===== src/rtl/hilo_muldiv.sv =====
// hilo_muldiv: MIPS HI/LO multiply/divide unit.
// Divides always run as a 32-step restoring divider on operand magnitudes.
// Optional feature macro MULDIV_ITERATIVE_MULT_EN: when defined, multiplies
// use a 32-step shift-add; when undefined, they complete in one cycle.
`timescale 1ns/1ps

module hilo_muldiv (
    input  logic        clk,
    input  logic        reset,
    input  logic        clk_enable,
    input  logic        op_valid,
    input  logic [2:0]  op,
    input  logic [31:0] operand_a,
    input  logic [31:0] operand_b,
    output logic        busy,
    output logic [31:0] hi,
    output logic [31:0] lo
);

    localparam int unsigned DW  = 32;
    localparam int unsigned CW  = 6;
    localparam int unsigned OPW = 3;

    localparam logic [OPW-1:0] OP_MULT  = 3'd0;
    localparam logic [OPW-1:0] OP_MULTU = 3'd1;
    localparam logic [OPW-1:0] OP_DIV   = 3'd2;
    localparam logic [OPW-1:0] OP_DIVU  = 3'd3;
    localparam logic [OPW-1:0] OP_MTHI  = 3'd4;
    localparam logic [OPW-1:0] OP_MTLO  = 3'd5;

    typedef enum logic [1:0] {
        ST_IDLE = 2'd0,
`ifdef MULDIV_ITERATIVE_MULT_EN
        ST_MUL  = 2'd2,
`endif
        ST_DIV  = 2'd1
    } state_t;

    state_t         state_q, state_d;
    logic [CW-1:0]  cnt_q, cnt_d;
    logic [DW-1:0]  rem_q, rem_d;     // divide remainder / product upper half
    logic [DW-1:0]  quo_q, quo_d;     // divide quotient / product lower half
    logic [DW-1:0]  dvs_q, dvs_d;     // divisor magnitude / multiplicand magnitude
    logic           neg_q_q, neg_q_d; // negate quotient or product at the end
    logic           neg_r_q, neg_r_d; // negate remainder at the end
    logic [DW-1:0]  hi_d, lo_d;

    // Operand sign handling: signed ops are MULT and DIV (op[0] clear)
    logic          op_signed;
    logic          sgn_a, sgn_b;
    logic [DW-1:0] abs_a, abs_b;
    assign op_signed = (op == OP_MULT) || (op == OP_DIV);
    assign sgn_a     = op_signed & operand_a[DW-1];
    assign sgn_b     = op_signed & operand_b[DW-1];
    assign abs_a     = sgn_a ? DW'(-operand_a) : operand_a;
    assign abs_b     = sgn_b ? DW'(-operand_b) : operand_b;

    // One restoring divide step on the {rem, quo} shift pair
    logic [DW:0]   div_sh, div_diff;
    logic          div_ge;
    logic [DW-1:0] div_rem_nxt, div_quo_nxt;
    assign div_sh      = {rem_q, quo_q[DW-1]};
    assign div_diff    = div_sh - {1'b0, dvs_q};
    assign div_ge      = ~div_diff[DW];
    assign div_rem_nxt = div_ge ? div_diff[DW-1:0] : div_sh[DW-1:0];
    assign div_quo_nxt = {quo_q[DW-2:0], div_ge};

    logic step_last;
    assign step_last = (cnt_q == CW'(DW - 1));

`ifdef MULDIV_ITERATIVE_MULT_EN
    // One shift-add multiply step: multiplier sits in quo and shifts out LSB first
    logic [DW:0]     mul_sum;
    logic [2*DW-1:0] mul_p_nxt, mul_res;
    assign mul_sum   = {1'b0, rem_q} + {1'b0, (quo_q[0] ? dvs_q : {DW{1'b0}})};
    assign mul_p_nxt = {mul_sum, quo_q[DW-1:1]};
    assign mul_res   = neg_q_q ? (2*DW)'(-mul_p_nxt) : mul_p_nxt;
`else
    // Single-cycle product; sign extension makes one multiplier serve both ops
    logic [2*DW-1:0] mul_ext_a, mul_ext_b, mul_prod;
    assign mul_ext_a = {{DW{sgn_a}}, operand_a};
    assign mul_ext_b = {{DW{sgn_b}}, operand_b};
    assign mul_prod  = mul_ext_a * mul_ext_b;
`endif

    assign busy = (state_q != ST_IDLE);

    // Next-state and datapath update
    always_comb begin
        state_d = state_q;
        cnt_d   = cnt_q;
        rem_d   = rem_q;
        quo_d   = quo_q;
        dvs_d   = dvs_q;
        neg_q_d = neg_q_q;
        neg_r_d = neg_r_q;
        hi_d    = hi;
        lo_d    = lo;
        if (clk_enable) begin
            case (state_q)
                ST_IDLE: begin
                    if (op_valid) begin
                        case (op)
                            OP_MULT, OP_MULTU: begin
`ifdef MULDIV_ITERATIVE_MULT_EN
                                state_d = ST_MUL;
                                cnt_d   = '0;
                                rem_d   = '0;
                                quo_d   = abs_b;
                                dvs_d   = abs_a;
                                neg_q_d = sgn_a ^ sgn_b;
`else
                                hi_d = mul_prod[2*DW-1:DW];
                                lo_d = mul_prod[DW-1:0];
`endif
                            end
                            OP_DIV, OP_DIVU: begin
                                if (operand_b == '0) begin
                                    hi_d = operand_a;
                                    lo_d = '1;
                                end else begin
                                    state_d = ST_DIV;
                                    cnt_d   = '0;
                                    rem_d   = '0;
                                    quo_d   = abs_a;
                                    dvs_d   = abs_b;
                                    neg_q_d = sgn_a ^ sgn_b;
                                    neg_r_d = sgn_a;
                                end
                            end
                            OP_MTHI: hi_d = operand_a;
                            OP_MTLO: lo_d = operand_a;
                            default: ;
                        endcase
                    end
                end
                ST_DIV: begin
                    rem_d = div_rem_nxt;
                    quo_d = div_quo_nxt;
                    cnt_d = CW'(cnt_q + CW'(1));
                    if (step_last) begin
                        state_d = ST_IDLE;
                        lo_d    = neg_q_q ? DW'(-div_quo_nxt) : div_quo_nxt;
                        hi_d    = neg_r_q ? DW'(-div_rem_nxt) : div_rem_nxt;
                    end
                end
`ifdef MULDIV_ITERATIVE_MULT_EN
                ST_MUL: begin
                    rem_d = mul_p_nxt[2*DW-1:DW];
                    quo_d = mul_p_nxt[DW-1:0];
                    cnt_d = CW'(cnt_q + CW'(1));
                    if (step_last) begin
                        state_d = ST_IDLE;
                        hi_d    = mul_res[2*DW-1:DW];
                        lo_d    = mul_res[DW-1:0];
                    end
                end
`endif
                default: state_d = ST_IDLE;
            endcase
        end
    end

    // State and datapath registers; reset aborts any operation in flight
    always_ff @(posedge clk or negedge reset) begin
        if (!reset) begin
            state_q <= ST_IDLE;
            cnt_q   <= '0;
            rem_q   <= '0;
            quo_q   <= '0;
            dvs_q   <= '0;
            neg_q_q <= 1'b0;
            neg_r_q <= 1'b0;
            hi      <= '0;
            lo      <= '0;
        end else begin
            state_q <= state_d;
            cnt_q   <= cnt_d;
            rem_q   <= rem_d;
            quo_q   <= quo_d;
            dvs_q   <= dvs_d;
            neg_q_q <= neg_q_d;
            neg_r_q <= neg_r_d;
            hi      <= hi_d;
            lo      <= lo_d;
        end
    end

endmodule


===== config.mk =====
export PLATFORM = sky130hd
export DESIGN_NAME = hilo_muldiv
export DESIGN_NICKNAME = d
export VERILOG_FILES = /design/src/rtl/hilo_muldiv.sv
export SDC_FILE = /design/constraint.sdc
export NUM_CORES = 2
export LEC_CHECK = 0
export CELL_PAD_IN_SITES_DETAIL_PLACEMENT = 0
export CELL_PAD_IN_SITES_GLOBAL_PLACEMENT = 1
export CORE_UTILIZATION = 30
export CTS_CLUSTER_DIAMETER = 100
export DETAILED_ROUTE_END_ITERATION = 10
export GPL_ROUTABILITY_DRIVEN = 0
export PLACE_DENSITY = 0.59
export SLEW_MARGIN = 20
export SYNTH_ARGS = -nofsm -noshare
export SYNTH_HDL_FRONTEND = slang
export SYNTH_SLANG_ARGS = --single-unit

===== constraint.sdc =====
create_clock -name clk -period 5.5 [get_ports clk]
set_clock_uncertainty 0.05 [all_clocks]
set_input_delay 1.1 -clock clk [delete_from_list [all_inputs] [get_ports clk]]
set_output_delay 1.1 -clock clk [all_outputs]
set_load 0.005 [all_outputs]

==> flow_summary.toml <==
[status]
outcome = "complete, but fails checks"
violations = "negative setup slack"

[die]
initial_utilization_pct = 30.32
die-area_um2 = 173500
io-pin-count = 136
core_um2 = 170000
die_x_um = 416.6
rows = 151
die_h_um = 416.6

[yosys]
yosys-top-cells-area = "fa_1 44%, inv_1 8.8%, dfrtp_1 8.2%, nand2_1 7.4%, ha_1 6.0%"
synth_top_area_cell = "fa_1"
synth-main-ff-cell = "dfrtp_1"
synth_warnings = 0
yosys.cell_count.top_type = "inv_1"
synth_top_cell_area_share_pct = 43.72
syn_area_um2 = 51560
synth.ff_latch_count = 169
synth_edf_count = 0
syn_nets = 7400
ys_seq_area_share_pct = 8.202
synth_area_per_cell_um2 = 8.659
ys_top_cells_by_count = "1203 x inv_1, 1126 x fa_1, 1013 x nand2_1, 281 x and2_1, 279 x clkbuf_1"
synthArstFlopShare_pct = 100.0
synth.distinct_cells = 100
syn-instance-count = 5954

[critical_path]
reg2reg_from = "quo_q[31]$_DFFE_PN0P_"
cp_top_family = "adder cells"
cp_common_cell = "fa_1"
crit_start = "operand_b[29]"
cp-end-kind = "flip-flop"
crit_path_max_fanout = 10
worst_path_max_delay_cell = "fa_1"
cpPeakStageDelay_ps = 600
path_class = "input port to flip-flop"
path_buf_inv = 5
arrival_ps = 8700
worst_setup_path_start_kind = "input port"
cp.required_ps = 5830

[clock_tree]
htreeDepth = 4
clk_pin_slew_ps = 70
cts_root_buffer = "clkbuf_16"
hold_buffers = 0
tritoncts = "done"
cts_max_path_buffers = 2
cts_sinks = 169
cts_buffers = 17
clk_latency_ps = 460

[sta]
fmaxAchievable_mhz = 119.5
fin_crit_ps = 8370
finalCritPeriodShare_pct = 152.2
rsz0062_at_grt = "true"
setup_viol = 55
drv_slew = 0
worst-slew-pin-transition_ps = 1121
max-slew-margin-rel_pct = 25.21
setup_slack_ps = -2870
report.final.hold_viol_count = 0

[grt]
antenna_found_initial = 12
overflow = 0
grt_usage_pct = 23.45
grt_pass1_vias = 45060
grt_max_degree = 93
grt_pass1_wl_mm = 302.6

[drt]
drt_iter0_markers = 3324
viasPerCell = 4.977
post_drt_wl_per_cell_um = 23.17
drc = 0
final_antenna_net_count = 0
first_pass_iters = 5
wirelength_mm = 203.8
vias = 43780

[place]
port_buffers = 135
dp_hpwl_mm = 164.4
dp_slack_ps = -3963

[job]
maxCapViolCount = 0

[finish]
drive_gt1_share_pct = 23.24
fin_nets = 8008
area_growth_pct = 28.02

[worst_hold_path]
min_from = "lo[12]$_DFFE_PN0P_"
hp-class = "flip-flop to flip-flop"
-- worst reg2reg max path, delay by kind of cell, from the launching register on --
family                   cells  cell delay, ps
AO/OA/AOI/OAI                9            2360
AND/OR/NAND/NOR              7             930
adder cells (fa/ha/maj)      3             860
flip-flops                   1             420
multiplexers                 1             390
buffers and inverters        3             250
-- routing by layer --
layer  routed length, um  track usage (%)  vias to the layer above
li1                    -                -                    19420
met1               92470            33.74                    22780
met2               92040            37.04                     1343
met3               12310            2.526                      229
met4                6992            6.817                        4
met5                  26                0                        -
-- state kept, by name, indices dropped and copies added, names as in the netlist --
signal   cells
dvs_q       32
quo_q       32
rem_q       32
neg_r_q      1
state_q      1
hi          32
lo          32
cnt_q        6
neg_q_q      1
-- cell families after synthesis --
group / after synthesis / synth area share, %
simple gates: 1785 / 15.92
buf+inv: 1599 / 11.85
fa+ha+maj: 1375 / 49.76
compound gates: 804 / 10.38
xor+xnor: 182 / 3.092
flops: 169 / 8.202
mux: 40 / 0.7911
-- layout by cell type (no fill, tap or decap), drive strengths merged, types with 8 or more instances in the layout --
master,count
a211o,8
a211oi,26
a21boi,8
a21o,60
a21oi,211
a221oi,22
a31oi,28
and2,282
and3,37
and4,8
buf,905
clkbuf,22
clkdlybuf4s50,68
dfrtp,169
fa,1126
ha,249
inv,1202
mux2i,34
nand2,1013
nand2b,20
nand3,44
nand3b,10
nand4,20
nor2,202
nor2b,11
nor3,47
nor4,27
o211ai,22
o21a,30
o21ai,193
o21bai,14
o22ai,30
o31ai,59
o41ai,18
or2,10
or3,20
or4,14
xnor2,97
xor2,85
-- final timing paths --
| path | end | slack (ps) | cells past startpoint |
|---|---|---|---|
| min in group asynchronous | rem_q[19]$_DFFE_PN0P_ | 680 | 1 |
| worst max-delay path | hi[31]$_DFFE_PN0P_ | -2870 | 26 |
| worst min register to register | lo[12]$_DFFE_PN0P_ | 430 | 1 |
| worst max register to register | hi[26]$_DFFE_PN0P_ | 120 | 23 |
| worst min-delay path | lo[12]$_DFFE_PN0P_ | 430 | 1 |
| max in group asynchronous | quo_q[7]$_DFFE_PN0P_ | 3790 | 2 |
-- metrics by stage --
stage	hold slack (ps)	instance area (um^2)	instances	setup TNS, ps	util [%]
detailed placement	419.8	60550	8608	-185780	35.61
floorplan	403.8	52910	5954	-122070	-
finish	430.5	66000	8797	-128100	38.82
global placement	413.1	60550	8608	-184710	35.61
CTS	435.9	64580	8754	-126810	37.98
global route	450.7	66000	8794	-138310	38.81
-- area by class of cell --
class / instances / area (um^2)
clock buffers: 19 / 452.9
clock inverters: 12 / 118.9
well taps: 2218 / 2775
fillers: 17160 / 104000
repair buffers: 984 / 9734
diodes: 5 / 12.51
inverters: 1204 / 4547
flip-flops and latches: 169 / 4233
multi-input cells: 4186 / 44130
-- timing repair --
| item | 4_1_cts | 5_1_grt |
|---|---|---|
| cloned | 12 | 1 |
| buffers inserted | 113 | 51 |
| resized for setup | 584 | 264 |
| setup endpoints to repair | 57 | 57 |
| pin swaps | 356 | 259 |
Power is left out: the tool's default activity adds up to more than one toggle a clock period on the data nets, which glitch-free logic cannot reach.
